**src/rtl/kt8_run_ctrl.sv**
```systemverilog
// Boot/run sequencer for the KT8 core: streams a program image into pmem while the
// CPU is held in reset, then gates execution (free-run, single-step, halt, PC breakpoint).
module kt8_run_ctrl #(
    parameter int PADDR_W    = 8,
    parameter int RST_CYCLES = 2
) (
    input  logic               clk_i,
    input  logic               rst_ni,
    input  logic               cmd_valid_i,
    input  logic [1:0]         cmd_i,
    output logic               cmd_ready_o,
    output logic               cmd_err_o,
    input  logic               data_valid_i,
    input  logic [7:0]         data_i,
    output logic               data_ready_o,
    output logic               pmem_we_o,
    output logic [PADDR_W-1:0] pmem_addr_o,
    output logic [7:0]         pmem_data_o,
    output logic               cpu_rst_o,
    output logic               cpu_en_o,
    input  logic [PADDR_W-1:0] cpu_pc_i,
    input  logic               bp_en_i,
    input  logic [PADDR_W-1:0] bp_addr_i,
    output logic               halted_o,
    output logic               bp_hit_o,
    output logic               load_done_o
);

    // Remaining-byte counter must hold 2^PADDR_W (a zero length byte) as well as any byte value.
    localparam int LEN_W = ((PADDR_W > 8) ? PADDR_W : 8) + 1;

    localparam logic [1:0] CMD_LOAD = 2'd0;
    localparam logic [1:0] CMD_RUN  = 2'd1;
    localparam logic [1:0] CMD_STEP = 2'd2;
    localparam logic [1:0] CMD_HALT = 2'd3;

    typedef enum logic [2:0] {
        S_RST_PULSE,
        S_HALTED,
        S_LOAD_LEN,
        S_LOAD_DATA,
        S_RUN,
        S_STEP
    } state_e;

    state_e             state_q, state_d;
    logic [3:0]         rst_cnt_q, rst_cnt_d;
    logic [PADDR_W-1:0] addr_cnt_q, addr_cnt_d;
    logic [LEN_W-1:0]   remain_q, remain_d;
    logic               skip_bp_q, skip_bp_d;
    logic               bp_hit_q, bp_hit_d;
    logic               halted_q;
    logic               load_done_q, load_done_d;
    logic               cmd_err_q, cmd_err_d;
    logic               pmem_we_q, pmem_we_d;
    logic [PADDR_W-1:0] pmem_addr_q, pmem_addr_d;
    logic [7:0]         pmem_data_q, pmem_data_d;

    logic cmd_acc;
    logic data_acc;
    logic bp_match;

    assign cmd_ready_o  = (state_q == S_HALTED) || (state_q == S_RUN);
    assign data_ready_o = (state_q == S_LOAD_LEN) || (state_q == S_LOAD_DATA);
    assign cpu_rst_o    = (state_q == S_RST_PULSE) || data_ready_o;
    assign cmd_acc      = cmd_valid_i && cmd_ready_o;
    assign data_acc     = data_valid_i && data_ready_o;

    // The first RUN cycle skips the breakpoint so a resume from a breakpoint PC makes progress.
    assign bp_match = bp_en_i && (cpu_pc_i == bp_addr_i) && !skip_bp_q;
    assign cpu_en_o = ((state_q == S_RUN) && !bp_match) || (state_q == S_STEP);

    assign cmd_err_o   = cmd_err_q;
    assign pmem_we_o   = pmem_we_q;
    assign pmem_addr_o = pmem_addr_q;
    assign pmem_data_o = pmem_data_q;
    assign halted_o    = halted_q;
    assign bp_hit_o    = bp_hit_q;
    assign load_done_o = load_done_q;

    always_comb begin
        state_d     = state_q;
        rst_cnt_d   = rst_cnt_q;
        addr_cnt_d  = addr_cnt_q;
        remain_d    = remain_q;
        skip_bp_d   = skip_bp_q;
        bp_hit_d    = bp_hit_q;
        load_done_d = 1'b0;
        cmd_err_d   = 1'b0;
        pmem_we_d   = 1'b0;
        pmem_addr_d = pmem_addr_q;
        pmem_data_d = pmem_data_q;

        unique case (state_q)
            S_RST_PULSE: begin
                if (rst_cnt_q == 4'd0) begin
                    state_d = S_HALTED;
                end else begin
                    rst_cnt_d = rst_cnt_q - 4'd1;
                end
            end
            S_HALTED: begin
                if (cmd_acc) begin
                    case (cmd_i)
                        CMD_LOAD: begin
                            state_d  = S_LOAD_LEN;
                            bp_hit_d = 1'b0;
                        end
                        CMD_RUN: begin
                            state_d   = S_RUN;
                            skip_bp_d = 1'b1;
                            bp_hit_d  = 1'b0;
                        end
                        CMD_STEP: begin
                            state_d  = S_STEP;
                            bp_hit_d = 1'b0;
                        end
                        default: ;
                    endcase
                end
            end
            S_LOAD_LEN: begin
                if (data_acc) begin
                    remain_d   = (data_i == 8'd0) ? (LEN_W'(1) << PADDR_W) : LEN_W'(data_i);
                    addr_cnt_d = '0;
                    state_d    = S_LOAD_DATA;
                end
            end
            S_LOAD_DATA: begin
                if (data_acc) begin
                    pmem_we_d   = 1'b1;
                    pmem_addr_d = addr_cnt_q;
                    pmem_data_d = data_i;
                    addr_cnt_d  = addr_cnt_q + 1'b1;
                    remain_d    = remain_q - 1'b1;
                    if (remain_q == LEN_W'(1)) begin
                        load_done_d = 1'b1;
                        rst_cnt_d   = 4'(RST_CYCLES);
                        state_d     = S_RST_PULSE;
                    end
                end
            end
            S_RUN: begin
                skip_bp_d = 1'b0;
                if (cmd_acc && (cmd_i != CMD_HALT)) begin
                    cmd_err_d = 1'b1;
                end
                // A breakpoint outranks a HALT arriving in the same cycle so bp_hit_o reports it.
                if (bp_match) begin
                    bp_hit_d = 1'b1;
                    state_d  = S_HALTED;
                end else if (cmd_acc && (cmd_i == CMD_HALT)) begin
                    state_d = S_HALTED;
                end
            end
            S_STEP: begin
                state_d = S_HALTED;
            end
            default: begin
                state_d = S_RST_PULSE;
            end
        endcase
    end

    always_ff @(posedge clk_i or negedge rst_ni) begin
        if (!rst_ni) begin
            state_q     <= S_RST_PULSE;
            rst_cnt_q   <= 4'(RST_CYCLES);
            addr_cnt_q  <= '0;
            remain_q    <= '0;
            skip_bp_q   <= 1'b0;
            bp_hit_q    <= 1'b0;
            halted_q    <= 1'b0;
            load_done_q <= 1'b0;
            cmd_err_q   <= 1'b0;
            pmem_we_q   <= 1'b0;
            pmem_addr_q <= '0;
            pmem_data_q <= '0;
        end else begin
            state_q     <= state_d;
            rst_cnt_q   <= rst_cnt_d;
            addr_cnt_q  <= addr_cnt_d;
            remain_q    <= remain_d;
            skip_bp_q   <= skip_bp_d;
            bp_hit_q    <= bp_hit_d;
            halted_q    <= (state_d == S_HALTED);
            load_done_q <= load_done_d;
            cmd_err_q   <= cmd_err_d;
            pmem_we_q   <= pmem_we_d;
            pmem_addr_q <= pmem_addr_d;
            pmem_data_q <= pmem_data_d;
        end
    end

endmodule

```
**config.mk**
```make
export PLATFORM = sky130hd
export DESIGN_NAME = kt8_run_ctrl
export DESIGN_NICKNAME = d
export VERILOG_FILES = /design/src/rtl/kt8_run_ctrl.sv
export SDC_FILE = /design/constraint.sdc
export NUM_CORES = 1
export LEC_CHECK = 0
export CORE_MARGIN = 1.5
export CORE_UTILIZATION = 45
export DETAILED_ROUTE_END_ITERATION = 10
export PLACE_DENSITY = 0.76
export SKIP_CTS_REPAIR_TIMING = 1
export SYNTH_ARGS = -nofsm -noshare
export SYNTH_HDL_FRONTEND = slang
export SYNTH_SLANG_ARGS = --single-unit
```
**constraint.sdc**
```tcl
create_clock -name clk_i -period 2.25 [get_ports clk_i]
set_input_delay 0.3375 -clock clk_i [delete_from_list [all_inputs] [get_ports clk_i]]
set_output_delay 0.3375 -clock clk_i [all_outputs]
set_load 0.02 [all_outputs]
```
* Word-level counts from Yosys, hierarchy flattened
Index checks and enable logic that the tools add are counted.
** Cells by class
- Eq/ne operators :: 20
- Multiplexer cells :: 34
- $add $sub $neg :: 3
- Reduce and logical (&&, ||, !) cells :: 26
** Operator list (count)
- $mux 9 :: 3
- $mux 3 :: 7
- $pmux 3 s6 :: 1
- $pmux 9 s2 :: 1
- $mux 8 :: 2
- $pmux 8 s2 :: 1
- $ne 2x2->1 const B :: 7
- $mux 1 :: 12
- $mux 4 :: 3
- $eq 9x1->1 const B :: 1
- $pmux 3 s3 :: 1
- $sub 9x1->9 const B :: 1
- $add 8x1->8 const B :: 1
- $eq 8x8->1 :: 1
- $logic_not 8->1 :: 1
- $pmux 4 s2 :: 1
- $reduce_and 4->1 :: 2
- $logic_and 1x1->1 :: 7
- $eq 3x1->1 const B :: 2
- $eq 3x2->1 const B :: 2
- $eq 3x3->1 const B :: 2
- $reduce_and 3->1 :: 2
- $reduce_bool 2->1 :: 3
- $eq 2x2->1 const B :: 2
- 11 further kinds :: 17
** Storage, ports and cells
- Logic and storage cells :: 95
- Input bits :: 31
- Bits in registers :: 46
- Output and inout port bits :: 25

* Longest topological paths before layout
- Word-level depth :: 8
- Gate-level depth with buffers :: 6
- Gate-level depth less buffers :: 6

* Worst setup path after synthesis
OpenSTA, ideal clock, no wires.
- Kind :: register to output
- Start point :: register state_q[0]
- End point :: output port cmd_ready_o
- Path slack :: 681 ps
- Data required time :: 1913 ps
- Arrival time :: 1231 ps
- Stages on the path, launching flop included :: 5
- Path through :: dfrtp_1 -> buf_2 -> buf_1 -> xnor2_1 -> nor2_1
** On the way
- Longest elaborated chain between the ends :: 2
- Elaborated cells between the ends (all ways) :: 3
** RTL lines
- from (decl) :: RTL line 46 : state_e state_q, state_d;
- from (signal assigned) :: RTL line 180 : state_q <= state_d;
- $eq 3x1->1 or $eq 3x3->1 (tied branches) :: RTL line 63 : assign cmd_ready_o = (state_q == S_HALTED) || (state_q == S_RUN);
- $logic_or 1x1->1 (*) :: RTL line 63
- to (decl) :: RTL line 11 : output logic cmd_ready_o,
Mark *: on every way between the ends. The rest lies on a longest branch, timed or not.

* Worst setup path after layout
- Start point :: input port bp_addr_i[2]
- End point :: output port cpu_en_o
** On the way
- Longest elaborated chain between the ends :: 6
** RTL lines
- from (decl) :: RTL line 23 : input logic [PADDR_W-1:0] bp_addr_i,
- $eq 8x8->1 :: RTL line 70 : assign bp_match = bp_en_i && (cpu_pc_i == bp_addr_i) && !skip_bp_q;
- $logic_and 1x1->1 (2 in series) :: RTL line 70
- $logic_not 1->1 :: RTL line 71 : assign cpu_en_o = ((state_q == S_RUN) && !bp_match) || (state_q == S_STEP);
- $logic_and 1x1->1 :: RTL line 71
- $logic_or 1x1->1 :: RTL line 71
- to (decl) :: RTL line 20 : output logic cpu_en_o,
Every way passes these cells.

==> summary.txt <==
Status
  • Result of the run: completed

Floorplanning
  • I/O pins: 56
  • Initial core utilization: a little under half
  • DIE HEIGHT: between 70 and 80 um
  • Die Area: between 6000 and 7000 um2
  • X dimension of the die: 77.93 um
  • Placeable core area: approximately 5500 um2
  • Rows: 27

Pwr
  • Internal Dissipation: roughly 2.2 mW
  • Total power after layout: about 3.6 mW
  • Net switching power: 1.398 mW
  • Power per Cell Area: 1078 nW/um2
  • Sequential group share of total power: a little under two fifths
  • Maximum vdd ir drop: between 0.6 and 0.7 mV
  • Total leakage power: around 1.5 nW
  • Clock share of power: 17.7%
  • Net switching share of the total power: between 30% and 40%
  • Combinational power share: 45.4%

Critical path
  • Source of the critical timing path: bp_addr_i[2]
  • Largest fanout on the critical path: 2
  • Arr. time, crit path: 1.79 ns
  • Category of the critical setup timing path: input pin to output port
  • Kind of launch point of the worst setup path: input pin
  • Worst r2r src: remain_q[0]
  • Endpoint type of the worst setup path: output port
  • Crit path required time: between 1.5 and 2 ns

Logic synthesis
  • Part of the Yosys area used for sequential elements: 45.62%
  • Cell area after synthesis: 2526 um2
  • Mean instance size in the synthesized netlist: between 9 and 10 um2
  • Cells taking the most area after synthesis: sky130_fd_sc_hd__dfrtp_1 (45%), sky130_fd_sc_hd__nand2_1 (10%), sky130_fd_sc_hd__ha_1 (4.5%)
  • Post-synth EDFFs: 0
  • Post-synthesis async set-or-reset flop share: 100.0%
  • Post-synth net total: roughly 320
  • Post-Synthesis Cells: 277
  • Number of storage elements in the synthesis netlist: 46
  • Yosys warnings: 0
  • Main synth FF type: sky130_fd_sc_hd__dfrtp_1
  • Biggest area consumer among synthesized cells: sky130_fd_sc_hd__dfrtp_1
  • Cell variety after synth: 50
  • Portion of synthesized cell area occupied by the leading cell type: approximately 45%

Routing
  • DRC violations left: 0
  • Mean number of vias per cell: roughly 5.3
  • Antenna-violating nets left: 0
  • Routed wire length: ~5.9 mm
  • Count of TritonRoute iterations in the first routing pass: 4
  • Mean routed wirelength per cell: 14.17 um
  • Drt initial violations: ~150
  • Vias after detailed routing: about 2200

Cells and area
  • Count of placed standard cells in the final layout, fillers left out: 415
  • Antenna fix cells: 0
  • Area of the multi-input gates: ~1300 um2
  • Synthesis-to-layout area growth: 31.65%
  • Total area of sequential cells: around 1200 um2
  • Most common library cell in the layout ignoring fill and taps: sky130_fd_sc_hd__nand2_1
  • Layout filler cell count: a little under 500
  • Leading cell types in the layout, fill and taps excluded: sky130_fd_sc_hd__nand2_1 (67), sky130_fd_sc_hd__clkdlybuf4s50_1 (53), sky130_fd_sc_hd__dfrtp_1 (45)
  • Share of post-route cells with drive strength above 1: about a tenth
  • Post-layout net count: around 380

Global route
  • Overall global routing resource usage: between 20 and 25%
  • Wire length of the first global-routing pass: between 10 and 15 mm
  • Vias in the first global route: around 2200
  • Number of antenna violations at the first check in global routing: 0
  • Maximum number of pins on one net before global-route repair: 47
  • Overflow after GRT: 0

Clock network
  • Clock tree from TritonCTS: built
  • Insertion delay of the later-clocked pin in the worst-skew pair: 0.30 ns
  • Clock Pin Slew Worst Setup and Hold Paths: approximately 0.08 ns
  • CTS Buffer Depth: 2
  • TritonCTS sink count: 46
  • Clock tree root driver cell: sky130_fd_sc_hd__clkbuf_8
  • CTS H-tree lvls: 2
  • Number of buffers created by CTS: 5

STA
  • Maximum clock skew at final layout: around 0.0083 ns
  • Worst slew slack as a fraction of its limit: between 60% and 70%
  • Final setup violation count: 0
  • Clock period minus worst slack: around 2.1 ns
  • Final max-slew violation count: 0
  • FMAX: roughly 470 MHz
  • Number of endpoints with negative hold slack in the final report: 0
  • Least-Margin Pin Slew: 0.5934 ns
  • Part of the cycle the worst path needs: 94.50%
  • Unrepaired setup endpoints after global routing: false

Place
  • IO Port Bufs: between 50 and 60
  • Cell total after placement: approximately 410
  • RePlAce Congestion: between 0.7 and 0.8
  • Post-DP HPWL: about 4.2 mm

Min path
  • Class of the most critical hold timing path: input pin to async pin

Flow run
  • Maxcap violations: 0
-- metal layers --
metal,track usage [%],vias up,share of wire (%)
li1,-,1093,-
met1,29.35,1038,46
met2,33.65,40,48
met3,4.588,10,3.8
met4,7.143,0,1.5
met5,0,-,0
-- critical path: stages --
cell and delay (ns):
sky130_fd_sc_hd__clkdlybuf4s50_1 0.41, sky130_fd_sc_hd__xor2_1 0.17, sky130_fd_sc_hd__nor4_2 0.31, sky130_fd_sc_hd__nand3_1 0.16, sky130_fd_sc_hd__o211a_1 0.24, sky130_fd_sc_hd__clkbuf_2 0.15
-- power by group through the flow --
| stage | registers [mW] | logic (mW) | clock network (mW) |
|---|---|---|---|
| after floorplan | 1.39 | 0.961 | 0 |
| after global placement | 1.32 | 1.59 | 0 |
| after detailed placement | 1.33 | 1.62 | 0 |
| after CTS | 1.32 | 1.63 | 0.649 |
| after global routing | 1.36 | 1.82 | 0.690 |
| final | 1.32 | 1.63 | 0.634 |
-- path summary, 6_finish.rpt --
path | endpoint | slack, ns | depth (start not counted)
min in group clk_i | pmem_addr_o[3] | 0.48 | 2
setup reg to reg | remain_q[8] | 0.42 | 6
max in group asynchronous | rst_cnt_q[2] | 1.74 | 2
hold / removal | pmem_we_o | 0.10 | 2
hold reg to reg | pmem_addr_o[3] | 0.48 | 2
setup / recovery | cpu_en_o | 0.12 | 6
-- cell usage after synthesis (2+ instances only) --
master / count
sky130_fd_sc_hd__nand2_1: 67
sky130_fd_sc_hd__dfrtp_1: 45
sky130_fd_sc_hd__o21ai_0: 20
sky130_fd_sc_hd__a21oi_1: 11
sky130_fd_sc_hd__inv_1: 10
sky130_fd_sc_hd__nor2_1: 10
sky130_fd_sc_hd__ha_1: 9
sky130_fd_sc_hd__nand3_1: 9
sky130_fd_sc_hd__xor2_1: 8
sky130_fd_sc_hd__o22ai_1: 6
sky130_fd_sc_hd__clkbuf_1: 5
sky130_fd_sc_hd__mux2i_1: 5
sky130_fd_sc_hd__nand2b_1: 5
sky130_fd_sc_hd__a31oi_1: 4
sky130_fd_sc_hd__buf_2: 4
sky130_fd_sc_hd__nand4_1: 4
sky130_fd_sc_hd__nor3_1: 4
sky130_fd_sc_hd__nor3b_1: 4
sky130_fd_sc_hd__and3b_1: 3
sky130_fd_sc_hd__nand3b_1: 3
sky130_fd_sc_hd__a22o_1: 2
sky130_fd_sc_hd__and2_1: 2
sky130_fd_sc_hd__and3_1: 2
sky130_fd_sc_hd__clkbuf_8: 2
sky130_fd_sc_hd__nand4b_1: 2
sky130_fd_sc_hd__nor2b_1: 2
sky130_fd_sc_hd__nor4_1: 2
sky130_fd_sc_hd__o21ai_1: 2
sky130_fd_sc_hd__o31ai_1: 2
sky130_fd_sc_hd__or4_1: 2
sky130_fd_sc_hd__xnor2_1: 2
-- flip-flops by register name, indices dropped and copies added (netlist names) --
| signal | cells |
|---|---|
| cmd_err_o | 1 |
| load_done_o | 1 |
| halted_o | 1 |
| remain_q | 9 |
| bp_hit_o | 1 |
| state_q | 3 |
| pmem_addr_o | 8 |
| pmem_we_o | 1 |
| rst_cnt_q | 4 |
| addr_cnt_q | 8 |
| pmem_data_o | 8 |
| skip_bp_q | 1 |
-- cell families after synthesis --
kind of cell | share of synthesized area, %
flip-flops | 45.62
buffers and inverters | 4.260
AO/OA/AOI/OAI | 12.43
XOR/XNOR | 3.467
adder cells (fa/ha/maj) | 4.458
AND/OR/NAND/NOR | 26.89
multiplexers | 2.873
-- through the flow --
step	setup TNS (ns)	util, %	instance area [um2]	hold WS, ns	setup WS [ns]
6_report	0	60.77	3326	0.1041	0.1237
3_3_place_gp	-0.3164	58.41	3197	0.4562	-0.3164
5_1_grt	0	60.77	3326	0.1604	0.02981
4_1_cts	-0.3916	60.47	3309	0.1258	-0.3916
3_5_place_dp	-0.3836	58.41	3197	0.4593	-0.3836
2_1_floorplan	0	-	2526	0.04191	0.6810
-- layout make-up --
class                      instances  share of cell area (%)
inverter                          10                   1.129
clock inverter                     1                  0.9029
timing repair buffer              71                   19.86
clock buffer                       6                   2.483
tap                               72                   2.709
sequential                        46                   34.65
multi-input combinational        209                   38.26
(Power assumes the default switching activity.)
